### src/rtl/mem_write_pkg.sv
// Shared definitions for the SPI RAM write path: SPI opcodes, write_size
// encodings, FSM state type and frame-building helpers.
// Optional feature macro: MEM_WRITE_WREN_EN (adds WREN / WREN_GAP states).
package mem_write_pkg;

    localparam logic [7:0] SPI_CMD_WRITE = 8'h02;
    localparam logic [7:0] SPI_CMD_READ  = 8'h03;
    localparam logic [7:0] SPI_CMD_WREN  = 8'h06;

    localparam logic [1:0] SIZE_BYTE = 2'd0;
    localparam logic [1:0] SIZE_HALF = 2'd1;
    localparam logic [1:0] SIZE_WORD = 2'd2;
    localparam logic [1:0] SIZE_RSVD = 2'd3;

    typedef enum logic [2:0] {
        ST_IDLE,
        ST_SHIFT,
        ST_DONE
`ifdef MEM_WRITE_WREN_EN
        , ST_WREN
        , ST_WREN_GAP
`endif
    } state_t;

    // Frame length in bits: opcode + 24-bit address + N data bytes.
    // The reserved size code is sent as a full word.
    function automatic logic [6:0] frameBits(input logic [1:0] size);
        logic [6:0] bits;
        case (size)
            SIZE_BYTE: bits = 7'd40;
            SIZE_HALF: bits = 7'd48;
            default:   bits = 7'd64;
        endcase
        return bits;
    endfunction

    // MSB-aligned frame; data bytes are little-endian so byte 0 leads.
    // Shorter frames simply stop before the unused trailing bytes.
    function automatic logic [63:0] buildFrame(input logic [23:0] addr,
                                               input logic [31:0] data);
        return {SPI_CMD_WRITE, addr, data[7:0], data[15:8], data[23:16], data[31:24]};
    endfunction

endpackage

### src/rtl/mem_write_spi_tx_shifter.sv
// SPI mode-0 transmit shifter: takes an MSB-aligned parallel word and a bit
// count, then generates sclk (clk/2) and mosi, flagging the last high phase.
module spi_tx_shifter (
    input  logic        i_clk,
    input  logic        i_rst,
    input  logic        i_load,
    input  logic [63:0] i_data,
    input  logic [6:0]  i_bitCount,
    output logic        o_sclk,
    output logic        o_mosi,
    output logic        o_lastBit
);

    logic [63:0] r_shift;
    logic [5:0]  r_bitCnt;
    logic        r_sclk;
    logic        r_mosi;
    logic        r_active;

    // Present the first bit on load, then alternate low/high phases,
    // advancing mosi only as sclk falls so data is stable on the rising edge.
    always_ff @(posedge i_clk) begin
        if (i_rst) begin
            r_shift  <= '0;
            r_bitCnt <= '0;
            r_sclk   <= 1'b0;
            r_mosi   <= 1'b0;
            r_active <= 1'b0;
        end else if (i_load) begin
            r_shift  <= {i_data[62:0], 1'b0};
            r_bitCnt <= 6'(i_bitCount - 7'd1);
            r_sclk   <= 1'b0;
            r_mosi   <= i_data[63];
            r_active <= 1'b1;
        end else if (r_active) begin
            if (!r_sclk) begin
                r_sclk <= 1'b1;
            end else begin
                r_sclk <= 1'b0;
                if (r_bitCnt == 6'd0) begin
                    r_active <= 1'b0;
                    r_mosi   <= 1'b0;
                end else begin
                    r_mosi   <= r_shift[63];
                    r_shift  <= {r_shift[62:0], 1'b0};
                    r_bitCnt <= r_bitCnt - 6'd1;
                end
            end
        end
    end

    assign o_sclk    = r_sclk;
    assign o_mosi    = r_mosi;
    assign o_lastBit = r_active & r_sclk & (r_bitCnt == 6'd0);

endmodule

### src/rtl/mem_write.sv
// SPI RAM write master: sends opcode 0x02, a 24-bit address and 1/2/4 data
// bytes for each core store. Defining MEM_WRITE_WREN_EN prefixes every write
// with a separate WREN (0x06) frame followed by a two-cycle cs-high gap.
module mem_write
    import mem_write_pkg::*;
(
    input  logic        clk,
    input  logic        rst,
    input  logic [23:0] target_address,
    input  logic [31:0] write_data,
    input  logic [1:0]  write_size,
    input  logic        start_write,
    output logic        write_done,
    output logic        busy,
    output logic        sclk,
    output logic        mosi,
    output logic        cs
);

    state_t      r_state;
    logic        r_cs;
    logic        r_busy;
    logic        r_done;

    state_t      w_nextState;
    logic        w_nextCs;
    logic        w_nextBusy;
    logic        w_nextDone;
    logic        w_load;
    logic [63:0] w_loadData;
    logic [6:0]  w_loadBits;
    logic        w_lastBit;

`ifdef MEM_WRITE_WREN_EN
    logic [63:0] r_frame;
    logic [6:0]  r_bits;
    logic        r_gapCnt;
    logic        w_nextGap;
    logic        w_capture;
`endif

    spi_tx_shifter u_shifter (
        .i_clk      (clk),
        .i_rst      (rst),
        .i_load     (w_load),
        .i_data     (w_loadData),
        .i_bitCount (w_loadBits),
        .o_sclk     (sclk),
        .o_mosi     (mosi),
        .o_lastBit  (w_lastBit)
    );

    // Next-state and next-output decode; every output is registered below.
    always_comb begin
        w_nextState = r_state;
        w_nextCs    = r_cs;
        w_nextBusy  = r_busy;
        w_nextDone  = r_done;
        w_load      = 1'b0;
        w_loadData  = buildFrame(target_address, write_data);
        w_loadBits  = frameBits(write_size);
`ifdef MEM_WRITE_WREN_EN
        w_nextGap   = r_gapCnt;
        w_capture   = 1'b0;
`endif
        case (r_state)
            ST_IDLE: begin
                if (start_write && !r_done) begin
                    w_nextCs   = 1'b0;
                    w_nextBusy = 1'b1;
                    w_load     = 1'b1;
`ifdef MEM_WRITE_WREN_EN
                    w_capture   = 1'b1;
                    w_loadData  = {SPI_CMD_WREN, 56'd0};
                    w_loadBits  = 7'd8;
                    w_nextState = ST_WREN;
`else
                    w_nextState = ST_SHIFT;
`endif
                end
            end
`ifdef MEM_WRITE_WREN_EN
            ST_WREN: begin
                if (w_lastBit) begin
                    w_nextCs    = 1'b1;
                    w_nextGap   = 1'b0;
                    w_nextState = ST_WREN_GAP;
                end
            end
            ST_WREN_GAP: begin
                if (r_gapCnt) begin
                    w_nextCs    = 1'b0;
                    w_load      = 1'b1;
                    w_loadData  = r_frame;
                    w_loadBits  = r_bits;
                    w_nextState = ST_SHIFT;
                end else begin
                    w_nextGap = 1'b1;
                end
            end
`endif
            ST_SHIFT: begin
                if (w_lastBit) begin
                    w_nextCs    = 1'b1;
                    w_nextBusy  = 1'b0;
                    w_nextDone  = 1'b1;
                    w_nextState = ST_DONE;
                end
            end
            ST_DONE: begin
                if (!start_write) begin
                    w_nextDone  = 1'b0;
                    w_nextState = ST_IDLE;
                end
            end
            default: begin
                w_nextState = ST_IDLE;
            end
        endcase
    end

    // State and output registers; reset aborts any frame in flight.
    always_ff @(posedge clk) begin
        if (rst) begin
            r_state  <= ST_IDLE;
            r_cs     <= 1'b1;
            r_busy   <= 1'b0;
            r_done   <= 1'b0;
`ifdef MEM_WRITE_WREN_EN
            r_frame  <= '0;
            r_bits   <= '0;
            r_gapCnt <= 1'b0;
`endif
        end else begin
            r_state  <= w_nextState;
            r_cs     <= w_nextCs;
            r_busy   <= w_nextBusy;
            r_done   <= w_nextDone;
`ifdef MEM_WRITE_WREN_EN
            r_gapCnt <= w_nextGap;
            if (w_capture) begin
                r_frame <= buildFrame(target_address, write_data);
                r_bits  <= frameBits(write_size);
            end
`endif
        end
    end

    assign cs         = r_cs;
    assign busy       = r_busy;
    assign write_done = r_done;

endmodule

### config.mk
export PLATFORM = sky130hd
export DESIGN_NAME = mem_write
export DESIGN_NICKNAME = d
export VERILOG_FILES = /design/src/rtl/mem_write_pkg.sv /design/src/rtl/mem_write_spi_tx_shifter.sv /design/src/rtl/mem_write.sv
export SDC_FILE = /design/constraint.sdc
export NUM_CORES = 1
export LEC_CHECK = 0
export BUFFER_PORTS_ARGS = -buffer_cell sky130_fd_sc_hd__buf_2
export CORE_MARGIN = 1
export CORE_UTILIZATION = 40
export DETAILED_ROUTE_END_ITERATION = 16
export PLACE_DENSITY_LB_ADDON = 0.25
export SLEW_MARGIN = 20
export SYNTH_ARGS = -nofsm -noshare
export SYNTH_HDL_FRONTEND = slang
export SYNTH_SLANG_ARGS = --single-unit
### constraint.sdc
create_clock -name clk -period 2.5 [get_ports clk]
set_input_delay 0.125 -clock clk [delete_from_list [all_inputs] [get_ports clk]]
set_output_delay 0.125 -clock clk [all_outputs]
set_load 0.02 [all_outputs]
Word-level counts from Yosys, hierarchy flattened
Cells that the tools add are included.
W data, S select, Z words.
Word-level totals
  input port bits: 61
  flip-flop bits (word level): 78
  word-level logic and storage cells: 67
  output and inout port bits: 5
Cells by class
  equality and inequality tests: 7
  multiplexer cells: 29
  bitwise operators: 3
  reductions and logical operators: 16
  add/subtract/negate cells: 2
Operator list (number)
  $mux W59: 4
  $mux W6: 4
  $reduce_and A3 Y1: 5
  $mux W1: 13
  $pmux W6 S2: 1
  $sub A6 B1 Y6 const B: 2
  $mux W3: 3
  $pmux W3 S3: 1
  $reduce_bool A2 Y1: 4
  $logic_not A6 Y1: 1
  $pmux W1 S2: 3
  $ne A2 B1 Y1 const B: 2
  $ne A2 B2 Y1 const B: 2
  $eq A3 B1 Y1 const B: 1
  $eq A3 B2 Y1 const B: 1
  $logic_not A3 Y1: 1
  $and A1 B1 Y1: 2
  $eq A2 B1 Y1 const B: 1
  $logic_not A2 Y1: 1
  $reduce_and A2 Y1: 1
  $reduce_or A2 Y1: 1
  $logic_and A1 B1 Y1: 1
  $logic_not A1 Y1: 1
  $not A1 Y1: 1

Logic depth before layout (Yosys ltp)
Gate-level depths: netlist (run 1).
  depth after elaboration: 6
  depth in mapped cells: 10
  gate-level depth less buffers: 7

By module
Synthesis (run 1) repeated with hierarchy kept, for this count alone.
Unflattened totals
  cell total of the unflattened synthesis: 369
  area, all modules: 3500.9 sq um
By module, submodules not included
  spi_tx_shifter: area an instance 3256.9 sq um, seq. area each 1441.4 sq um, times used 1, cells each 342
  mem_write: area an instance 244.0 sq um, seq. area each 100.1 sq um, times used 1, cells each 27

Worst setup path before layout (run 1)
OpenSTA, ideal clock, no wires.
  path type: reg-to-reg
  start point: register r_done (netlist: write_done)
  end point: register u_shifter.r_bitCnt[4]
  data required time: 2442 ps
  buffers on the path: 3
  slack: 329 ps
  period minus slack after synthesis: 2171 ps
  cell stages (with the launch flop): 10
  arrival time: 2113 ps
  cells stage by stage: dfxtp_1 -> or4b_1 -> buf_2 -> buf_6 -> buf_2 -> nand2_1 -> ha_1 -> a21oi_1 -> nor4bb_1 -> o21a_1
Between the ends
  longest elaborated chain between the ends: 6
RTL lines
  start, declared: line mem_write.sv:23  | logic r_done;
  start signal, assigned: line mem_write.sv:138  | r_done <= w_nextDone;
  $logic_not A1 Y1 (*): line mem_write.sv:68  | if (start_write && !r_done) begin
  $logic_and A1 B1 Y1 (*): line mem_write.sv:68
  $mux W1 (*): line mem_write.sv:68
  $mux W1 (*): line mem_write.sv:66  | case (r_state)
  $ne A2 B1 Y1 (no line) / $reduce_bool A2 Y1 (equally long branches)
  $reduce_and A3 Y1 (no line)
  end signal, assigned: line mem_write_spi_tx_shifter.sv:31  | r_bitCnt <= 6'(i_bitCount - 7'd1);
  end signal, assigned: line mem_write_spi_tx_shifter.sv:46  | r_bitCnt <= r_bitCnt - 6'd1;
  end, declared: line mem_write_spi_tx_shifter.sv:15  | logic [5:0] r_bitCnt;
Mark *: on every way between the ends. The rest lies on a longest branch, timed or not.
A chain may end at the register's enable or synchronous reset.

Worst setup path in the final report (run 1)
  start point: register r_state[1]
  end point: register u_shifter.r_bitCnt[4]
Between the ends
  longest elaborated chain between the ends: 4
RTL lines
  start, declared: line mem_write.sv:20  | state_t r_state;
  start signal, assigned: line mem_write.sv:135  | r_state <= w_nextState;
  $logic_not A3 Y1 (*): line mem_write.sv:66
  $mux W1 (*): line mem_write.sv:66
  $ne A2 B1 Y1 (no line) / $reduce_bool A2 Y1 (equally long branches)
  $reduce_and A3 Y1 (no line)
Marks and branches as above.

==> results.json, run 1 <==
{
  "wl_per_cell_um": 12.57,
  "peakVddDrop_uv": 294.1,
  "layout-drive-gt1-share_pct": 19.87,
  "grt_first_pass_wirelength_um": 11940,
  "grt_setup_unrepaired": "no",
  "cp_slowest_cell": "buf_4",
  "antenna_cells_inserted": 0,
  "grt_max_degree": 97,
  "slew_headroom_pct": 41.63,
  "postRouteAntennaNets": 0,
  "fillers": 764,
  "final.setup_skew_ns": 0.01343,
  "end_kind": "register",
  "grt_pass1_vias": 2612,
  "min_period_ns": 2.209,
  "top_usage_layer": "met2",
  "hpwl_um": 4288,
  "grt.total_usage_pct": 17.62,
  "fin_crit_sh_pct": 88.36,
  "io_buffers": 65,
  "cts_tree": "built",
  "critPathKind": "register to register",
  "ys_warn_count": 0,
  "worstPathRequired_ns": 2.78,
  "dieHeight_um": 91.47,
  "p_leak_nw": 1.411,
  "ys_types": 33,
  "use_met2_pct": 27.32,
  "post_cts_resized": 0,
  "met1_usage_pct": 23.70,
  "die_w_um": 91.47,
  "arrival_ns": 2.48,
  "num_io_pins": 66,
  "cts_made_buffers": 9,
  "min_path_type": "input port to register",
  "area_delta_synth_final_pct": 18.17,
  "fmax_mhz": 452.7,
  "yosys.area.top_type_share_pct": 48.14,
  "critical_path.max_fanout": 96,
  "antenna_found_initial": 0,
  "holdBufCountCts": 0,
  "hold_viol": 0,
  "cts_sinks": 77,
  "setup_tns_ns": 0,
  "die-area_um2": 8367,
  "yosysTopAreaCell": "dfxtp_1",
  "drv_slew": 0,
  "gp_congestion": 0.8007,
  "post_dp_cell_area_um2": 3561,
  "synth_nets": 477,
  "gr-usage-met3_pct": 4.774,
  "routed_via_density": 5.232,
  "final_nets": 525,
  "synthTopCellsByArea": "dfxtp_1 (48%), nand2_1 (15%), a31oi_1 (11%), o21ai_0 (9.2%), a21oi_1 (2.8%)",
  "postSynthAreaPerCell_um2": 7.715,
  "synth-seq-cells": 77,
  "start_kind": "register",
  "drt-total-wl_um": 7166,
  "cts_setup_buffers": 0,
  "htreeDepth": 3,
  "clk_latency_ns": 0.34,
  "first_pass_iters": 4,
  "drc": 0,
  "cap_violations": 0,
  "cpPeakStageDelay_ns": 0.70,
  "via_count": 2982,
  "path_cells": "or4b_4, buf_4, o21ai_0, nor4bb_1, o21a_1",
  "power_density_nw_per_um2": 729.7,
  "status": "finished clean",
  "grt.overflow.total": 0,
  "ys_seq_area_share_pct": 48.14,
  "final_core_util_pct": 48.96,
  "rows": 32,
  "core_um2": 7727,
  "syn_area_um2": 3202,
  "clk_pin_slew_ns": 0.08,
  "start_util_pct": 41.43,
  "first_iter_violations": 183,
  "worst_pin_slew_ns": 0.8736,
  "cts-root-buf": "clkbuf_8",
  "setup_viol": 0,
  "synthCells": 415,
  "clk_path_buf_depth": 2,
  "final_area_um2": 3784
}
path summary, 6_finish.rpt:
path	start	to	slack (ns)	cells after the start
setup / recovery	r_state[1]	u_shifter.r_bitCnt[4]	0.29	5
hold reg to reg	u_shifter.r_shift[62]	u_shifter.r_shift[63]	0.46	2
hold / removal	write_data[24]	u_shifter.r_shift[1]	0.03	3
setup reg to reg	r_state[1]	u_shifter.r_bitCnt[4]	0.29	5
routing by layer:
layer  share of wire, %  wire length (um)
met5                  0                 0
met4               0.54                39
met3                4.7               338
met2                 45              3246
met1                 49              3541
flip-flops by register name, summed over array words and instances (netlist names):
signal / cells
u_shifter.o_sclk: 1
u_shifter.r_active: 1
busy: 1
u_shifter.o_mosi: 1
cs: 1
u_shifter.r_shift: 63
r_state: 2
write_done: 1
u_shifter.r_bitCnt: 6
critical path, delay by kind of cell (launching register included):
family,cells,cell delay (ns)
AOI/OAI and AO/OA,2,0.35
buffers and inverters,1,0.70
DFF,1,0.42
and+or+nand+nor,2,0.66
where the power goes:
part	switching [W]	total, W	internal, W
Sequential	0.0000599	0.00139	0.00133
Clock	0.000448	0.00104	0.000592
Combinational	0.000195	0.000331	0.000136
per-stage QoR:
step                      std cells  worst slack (ns)  hold slack [ns]  total power, W
after floorplan                 415            0.3287           0.2610        0.001641
after global placement          554            0.3975           0.3753        0.001739
after detailed placement        554            0.3232           0.3827        0.001746
after CTS                       570            0.2917          0.01994        0.002799
after global routing            570           0.02379          0.01794        0.002914
final                           570            0.2910          0.03418        0.002761
cells by family after synthesis:
logic type | after synthesis | synth area share, %
AO/OA/AOI/OAI | 143 | 25.60
XOR/XNOR | 2 | 0.5472
adder cells (fa/ha/maj) | 1 | 0.3907
buffers and inverters | 37 | 5.315
flip-flops | 77 | 48.14
AND/OR/NAND/NOR | 155 | 20.01
Yosys cell counts:
library cell,count
a211oi_1,2
a21o_1,1
a21oi_1,18
a22oi_1,1
a31o_1,1
a31oi_1,56
and2_1,1
buf_2,14
buf_4,1
buf_6,1
clkbuf_1,17
clkbuf_2,2
dfxtp_1,77
ha_1,1
inv_1,2
nand2_1,132
nand3_1,3
nand3b_1,1
nand4_1,2
nor2_1,6
nor2b_1,1
nor3_1,2
nor3_2,2
nor3b_1,1
nor4b_1,2
nor4bb_1,1
o211ai_2,1
o21a_1,1
o21ai_0,59
o311a_1,1
o31ai_1,2
or4b_1,1
xnor2_1,2
cell type report:
class | instances | area (um2) | area share, %
clock inverters | 5 | 81.33 | 2.149
clock buffers | 11 | 141.4 | 3.737
well taps | 102 | 127.6 | 3.373
flip-flops and latches | 77 | 1541 | 40.74
repair buffers | 72 | 377.9 | 9.987
inverters | 2 | 7.507 | 0.1984
multi-input cells | 301 | 1506 | 39.81
cell usage in the layout, fill, tap and decap left out, types with 3 or more instances in the layout:
cell type  netlist  routed
dfxtp_1         77      77
nand3_1          3       3
clkbuf_8         0      10
a21oi_1         18      17
buf_2           14      65
nand2_1        132     132
o21ai_0         59      59
a31oi_1         56      56
nor2_1           6       6
buf_4            1       7
No activity file was read; power rests on OpenSTA's default activity.
==> inputs of run 2 (changes only) <==
- SETUP_SLACK_MARGIN: default -> 0.3
==> results.json, run 2 (same netlist as run 1, synthesis figures left out) <==
{
  "power_switching_w": 0.0007140,
  "sw_frac_of_total_pct": 25.74,
  "start_util_pct": 41.43,
  "reg_top3": "u_shifter.r_shift (63), u_shifter.r_bitCnt (6), r_state (2)",
  "pwr-share-seq_pct": 50.1,
  "top_usage_layer": "met2",
  "holdBufCountCts": 0,
  "grt_pass1_vias": 2612,
  "cts_tree": "built",
  "final_common_cell": "nand2_1",
  "worstPathRequired_ns": 2.75,
  "worstSetupEndpoint": "u_shifter.r_bitCnt[2]",
  "cts_sinks": 77,
  "worst_pin_slew_ns": 0.8736,
  "arrival_ns": 2.28,
  "r2r-end": "u_shifter.r_bitCnt[2]",
  "comb_power_share_pct": 12.1,
  "crit_start": "u_shifter.o_sclk",
  "fmax_mhz": 492.3,
  "antenna_found_initial": 0,
  "r2r_cells": 5,
  "final_nets": 526,
  "die-area_um2": 8367,
  "top_register": "u_shifter.r_shift",
  "min_period_ns": 2.031,
  "clk_pin_slew_ns": 0.08,
  "hpwl_um": 4288,
  "dieHeight_um": 91.47,
  "layout-drive-gt1-share_pct": 20.26,
  "power_density_nw_per_um2": 730.1,
  "clk_path_buf_depth": 2,
  "num_io_pins": 66,
  "htreeDepth": 3,
  "drc": 0,
  "grt_max_degree": 97,
  "status": "finished clean",
  "p_int_w": 0.002060,
  "fin_crit_sh_pct": 81.24,
  "drv_slew": 0,
  "cts-root-buf": "clkbuf_8",
  "p_leak_nw": 1.415,
  "cap_violations": 0,
  "start_kind": "register",
  "via_count": 2986,
  "cts_made_buffers": 9,
  "met1_usage_pct": 23.70,
  "clk_latency_ns": 0.35,
  "setup_viol": 0,
  "reg2reg_slack_ns": 0.47,
  "gp_congestion": 0.8007,
  "critPathKind": "register to register",
  "hold_viol": 0,
  "grt.overflow.total": 0,
  "rows": 32,
  "wl_per_cell_um": 13.05,
  "antenna_cells_inserted": 0,
  "cts_setup_buffers": 0,
  "first_iter_violations": 187,
  "peakVddDrop_uv": 297.0,
  "min_path_type": "input port to register",
  "pwr-share-clk_pct": 37.7,
  "final_core_util_pct": 49.17,
  "slew_headroom_pct": 41.63,
  "drt-total-wl_um": 7454,
  "critical_path.max_fanout": 34,
  "gr-usage-met3_pct": 4.774,
  "end_kind": "register",
  "grt_first_pass_wirelength_um": 11940,
  "routed_via_density": 5.229,
  "largest_reg_flops": 63,
  "io_buffers": 65,
  "setup_tns_ns": 0,
  "final.setup_skew_ns": 0.01345,
  "postRouteAntennaNets": 0,
  "area_delta_synth_final_pct": 18.68,
  "grt.total_usage_pct": 17.62,
  "die_w_um": 91.47,
  "grt_setup_unrepaired": "no",
  "rr_startpoint": "u_shifter.o_sclk",
  "use_met2_pct": 27.32,
  "first_pass_iters": 4,
  "core_um2": 7727,
  "final_cell_mix": "nand2_1 (132), dfxtp_1 (77), buf_2 (65)"
}
-- run 2: changes by cell type in the layout (fill, tap and decap cells not counted) --
cell | before | now
buf_6 | 0 | 1
ha_1 | 1 | 0
ha_2 | 0 | 1
buf_4 | 7 | 6
or4b_2 | 0 | 1
-- run 2: what timing repair did --
action                     CTS  global route
gates cloned                 0             1
setup endpoints to repair    1             1
resized for setup            1             1
pin swaps                    0             1
-- run 2: metal layers --
metal  vias up  routed length [um]
met5         -                   0
met4         0                 102
met3        12                 363
met2        78                3373
met1      1349                3614
li1       1547                   -
-- run 2: critical path, cell delays in order (launching register included) --
cell,delay (ns)
dfxtp_1,0.42
nand2_1,0.18
a21oi_4,0.71
buf_4,0.35
a21oi_1,0.10
a31o_1,0.18
-- run 2: worst min path at each step --
stage / slack, ns / to / depth (start not counted) / from
floorplan: 0.26 / u_shifter.r_shift[1] / 2 / write_data[24]
CTS: 0.02 / u_shifter.r_shift[1] / 3 / write_data[24]
detailed placement: 0.38 / u_shifter.r_shift[1] / 3 / write_data[24]
global placement: 0.38 / u_shifter.r_shift[1] / 3 / write_data[24]
finish: 0.03 / u_shifter.r_shift[1] / 3 / write_data[24]
global route: 0.02 / u_shifter.r_shift[1] / 3 / write_data[24]
-- run 2: per-stage QoR --
step / cell area, um2 / std cells / worst slack (ns) / power, W / hold slack, ns
after CTS: 3787 / 570 / 0.4013 / 0.002800 / 0.01994
after global routing: 3800 / 571 / 0.3164 / 0.002924 / 0.01794
after floorplan: 3202 / 415 / 0.3287 / 0.001641 / 0.2610
after global placement: 3561 / 554 / 0.3975 / 0.001739 / 0.3753
final: 3800 / 571 / 0.4689 / 0.002774 / 0.02768
after detailed placement: 3561 / 554 / 0.3232 / 0.001746 / 0.3827
-- run 2: area by class of cell --
type	count	area (um2)
fillers	764	3928
flip-flops and latches	77	1541
multi-input cells	302	1519
repair buffers	72	381.6
clock buffers	11	141.4
well taps	102	127.6
clock inverters	5	81.33
inverters	2	7.507
-- run 2: power by group through the flow --
stage	sequential, W	combinational [W]	clock, W
after floorplan	0.00141	0.000232	0
after global placement	0.00141	0.000324	0
after detailed placement	0.00142	0.000329	0
after CTS	0.00139	0.000333	0.00108
after global routing	0.00140	0.000383	0.00114
final	0.00139	0.000336	0.00105
==> inputs of run 3 (changes only) <==
- clock period: 2.5 -> 2.1 ns (I/O delays scaled with it)
==> results.json, run 3 (same netlist as run 1, synthesis figures left out) <==
{
  "cts_tree": "built",
  "min_path_type": "input port to register",
  "fillers": 741,
  "crit_start": "write_done",
  "final_area_um2": 3976,
  "worst_pin_slew_ns": 0.6872,
  "gp_congestion": 0.7387,
  "dieHeight_um": 91.47,
  "grt.overflow.total": 0,
  "pwr-share-clk_pct": 37.5,
  "grt_pass1_vias": 2836,
  "setup_tns_ns": 0,
  "peakVddDrop_uv": 418.4,
  "wl_per_cell_um": 13.10,
  "reg_top3": "u_shifter.r_shift (63), u_shifter.r_bitCnt (6), r_state (2)",
  "rows": 32,
  "via_count": 3069,
  "num_io_pins": 66,
  "routed_via_density": 5.255,
  "antenna_cells_inserted": 0,
  "setup_viol": 0,
  "grt_first_pass_wirelength_um": 13090,
  "arrival_ns": 2.05,
  "slew_headroom_pct": 54.19,
  "sw_frac_of_total_pct": 27.11,
  "rr_startpoint": "write_done",
  "fmax_mhz": 569.7,
  "layout-drive-gt1-share_pct": 23.65,
  "end_kind": "register",
  "path_buf_inv": 0,
  "r2r-end": "u_shifter.r_bitCnt[4]",
  "htreeDepth": 3,
  "cts_made_buffers": 9,
  "start_util_pct": 41.43,
  "cpPeakStageDelay_ns": 0.61,
  "r2r_cells": 6,
  "critPathKind": "register to register",
  "pwr-share-seq_pct": 48.7,
  "grt.total_usage_pct": 19.34,
  "path_cells": "or4b_4, nand2_4, ha_4, a21oi_1, nor4bb_1, o21a_1",
  "first_iter_violations": 224,
  "status": "finished clean",
  "comb_power_share_pct": 13.8,
  "hpwl_um": 4554,
  "final.setup_skew_ns": 0.005987,
  "power_density_nw_per_um2": 857.7,
  "io_buffers": 65,
  "postRouteAntennaNets": 0,
  "final_cell_mix": "nand2_1 (129), dfxtp_1 (74), buf_2 (65)",
  "power_switching_w": 0.0009247,
  "core_um2": 7727,
  "critical_path.max_fanout": 5,
  "post_dp_cell_area_um2": 3623,
  "top_register": "u_shifter.r_shift",
  "final_common_cell": "nand2_1",
  "hold_start": "start_write",
  "p_leak_nw": 1.508,
  "clk_path_buf_depth": 2,
  "area_delta_synth_final_pct": 24.19,
  "worstSetupEndpoint": "u_shifter.r_bitCnt[4]",
  "cts_sinks": 77,
  "largest_reg_flops": 63,
  "p_int_w": 0.002486,
  "start_kind": "register",
  "worstPathRequired_ns": 2.40,
  "grt_setup_unrepaired": "yes",
  "hold_viol": 0,
  "clk_latency_ns": 0.35,
  "min_period_ns": 1.755,
  "die-area_um2": 8367,
  "drv_slew": 0,
  "antenna_found_initial": 0,
  "whs_ns": 0.03594,
  "critPathTopFamily": "simple AND/OR/NAND/NOR gates",
  "drt-total-wl_um": 7648,
  "grt_max_degree": 65,
  "fin_crit_sh_pct": 83.58,
  "clk_pin_slew_ns": 0.08,
  "cp_num_cells": 6,
  "final_nets": 539,
  "reg2reg_slack_ns": 0.34,
  "cp_slowest_cell": "or4b_4",
  "drc": 0,
  "die_w_um": 91.47,
  "cap_violations": 0,
  "first_pass_iters": 4,
  "cts-root-buf": "clkbuf_8"
}
[run 3: cell types whose count changed in the layout (fill, tap and decap cells not counted), sizes merged]
cell / before / now
buf: 72 / 84
a21oi: 18 / 19
dlygate4sd3: 0 / 1
inv: 3 / 6
clkbuf: 11 / 9
or4b: 2 / 1
clkinv: 1 / 0
[run 3: area by class of cell]
cell class	instances	area [um2]	share of cell area, %
inverter	2	7.507	0.1888
timing repair buffer	85	506.7	12.74
clock buffer	9	123.9	3.115
tap	102	127.6	3.210
clock inverter	7	105.1	2.643
sequential	77	1548	38.92
multi-input combinational	302	1558	39.18
[run 3: worst min-delay path: cells and delay by family]
family,cells,cell delay (ns)
compound gates,1,0.06
buf+inv,1,0.12
simple gates,1,0.07
[run 3: worst min path at each step]
stage	to	slack, ns	depth (start not counted)
after global routing	r_state[1]	0.04	3
after floorplan	u_shifter.r_shift[1]	0.24	2
after CTS	u_shifter.r_bitCnt[3]	0.02	3
final	r_state[1]	0.04	3
after global placement	u_shifter.r_shift[1]	0.35	3
after detailed placement	u_shifter.r_shift[1]	0.35	3
[run 3: power by group through the flow]
| stage | clock (W) | combinational [W] | sequential, W |
|---|---|---|---|
| CTS | 0.00131 | 0.000439 | 0.00166 |
| global placement | 0 | 0.000404 | 0.00169 |
| global route | 0.00137 | 0.000536 | 0.00168 |
| detailed placement | 0 | 0.000415 | 0.00169 |
| finish | 0.00128 | 0.000472 | 0.00166 |
| floorplan | 0 | 0.000290 | 0.00168 |
[run 3: metrics by stage]
stage	utilization (%)	cells	total power [W]	setup WS, ns
floorplan	-	415	0.001970	0.1677
global placement	46.89	555	0.002091	0.2862
detailed placement	46.89	555	0.002103	0.2167
CTS	50.49	575	0.003407	0.2502
global route	51.46	584	0.003587	0.2659
finish	51.46	584	0.003411	0.3448
[run 3: per-layer routing]
metal  routed length, um  GRT usage (%)
met2                3520          30.45
met4                 171          7.275
met1                3507          25.10
met5                   0              0
met3                 449          5.360
[run 3: repair_timing]
action,in CTS,in global routing
hold buffers,1,0
setup endpoints to repair,19,36
setup buffers,2,9
resized for setup,3,4
hold endpoints to repair,1,0
cloned,1,0
pin swaps,5,5
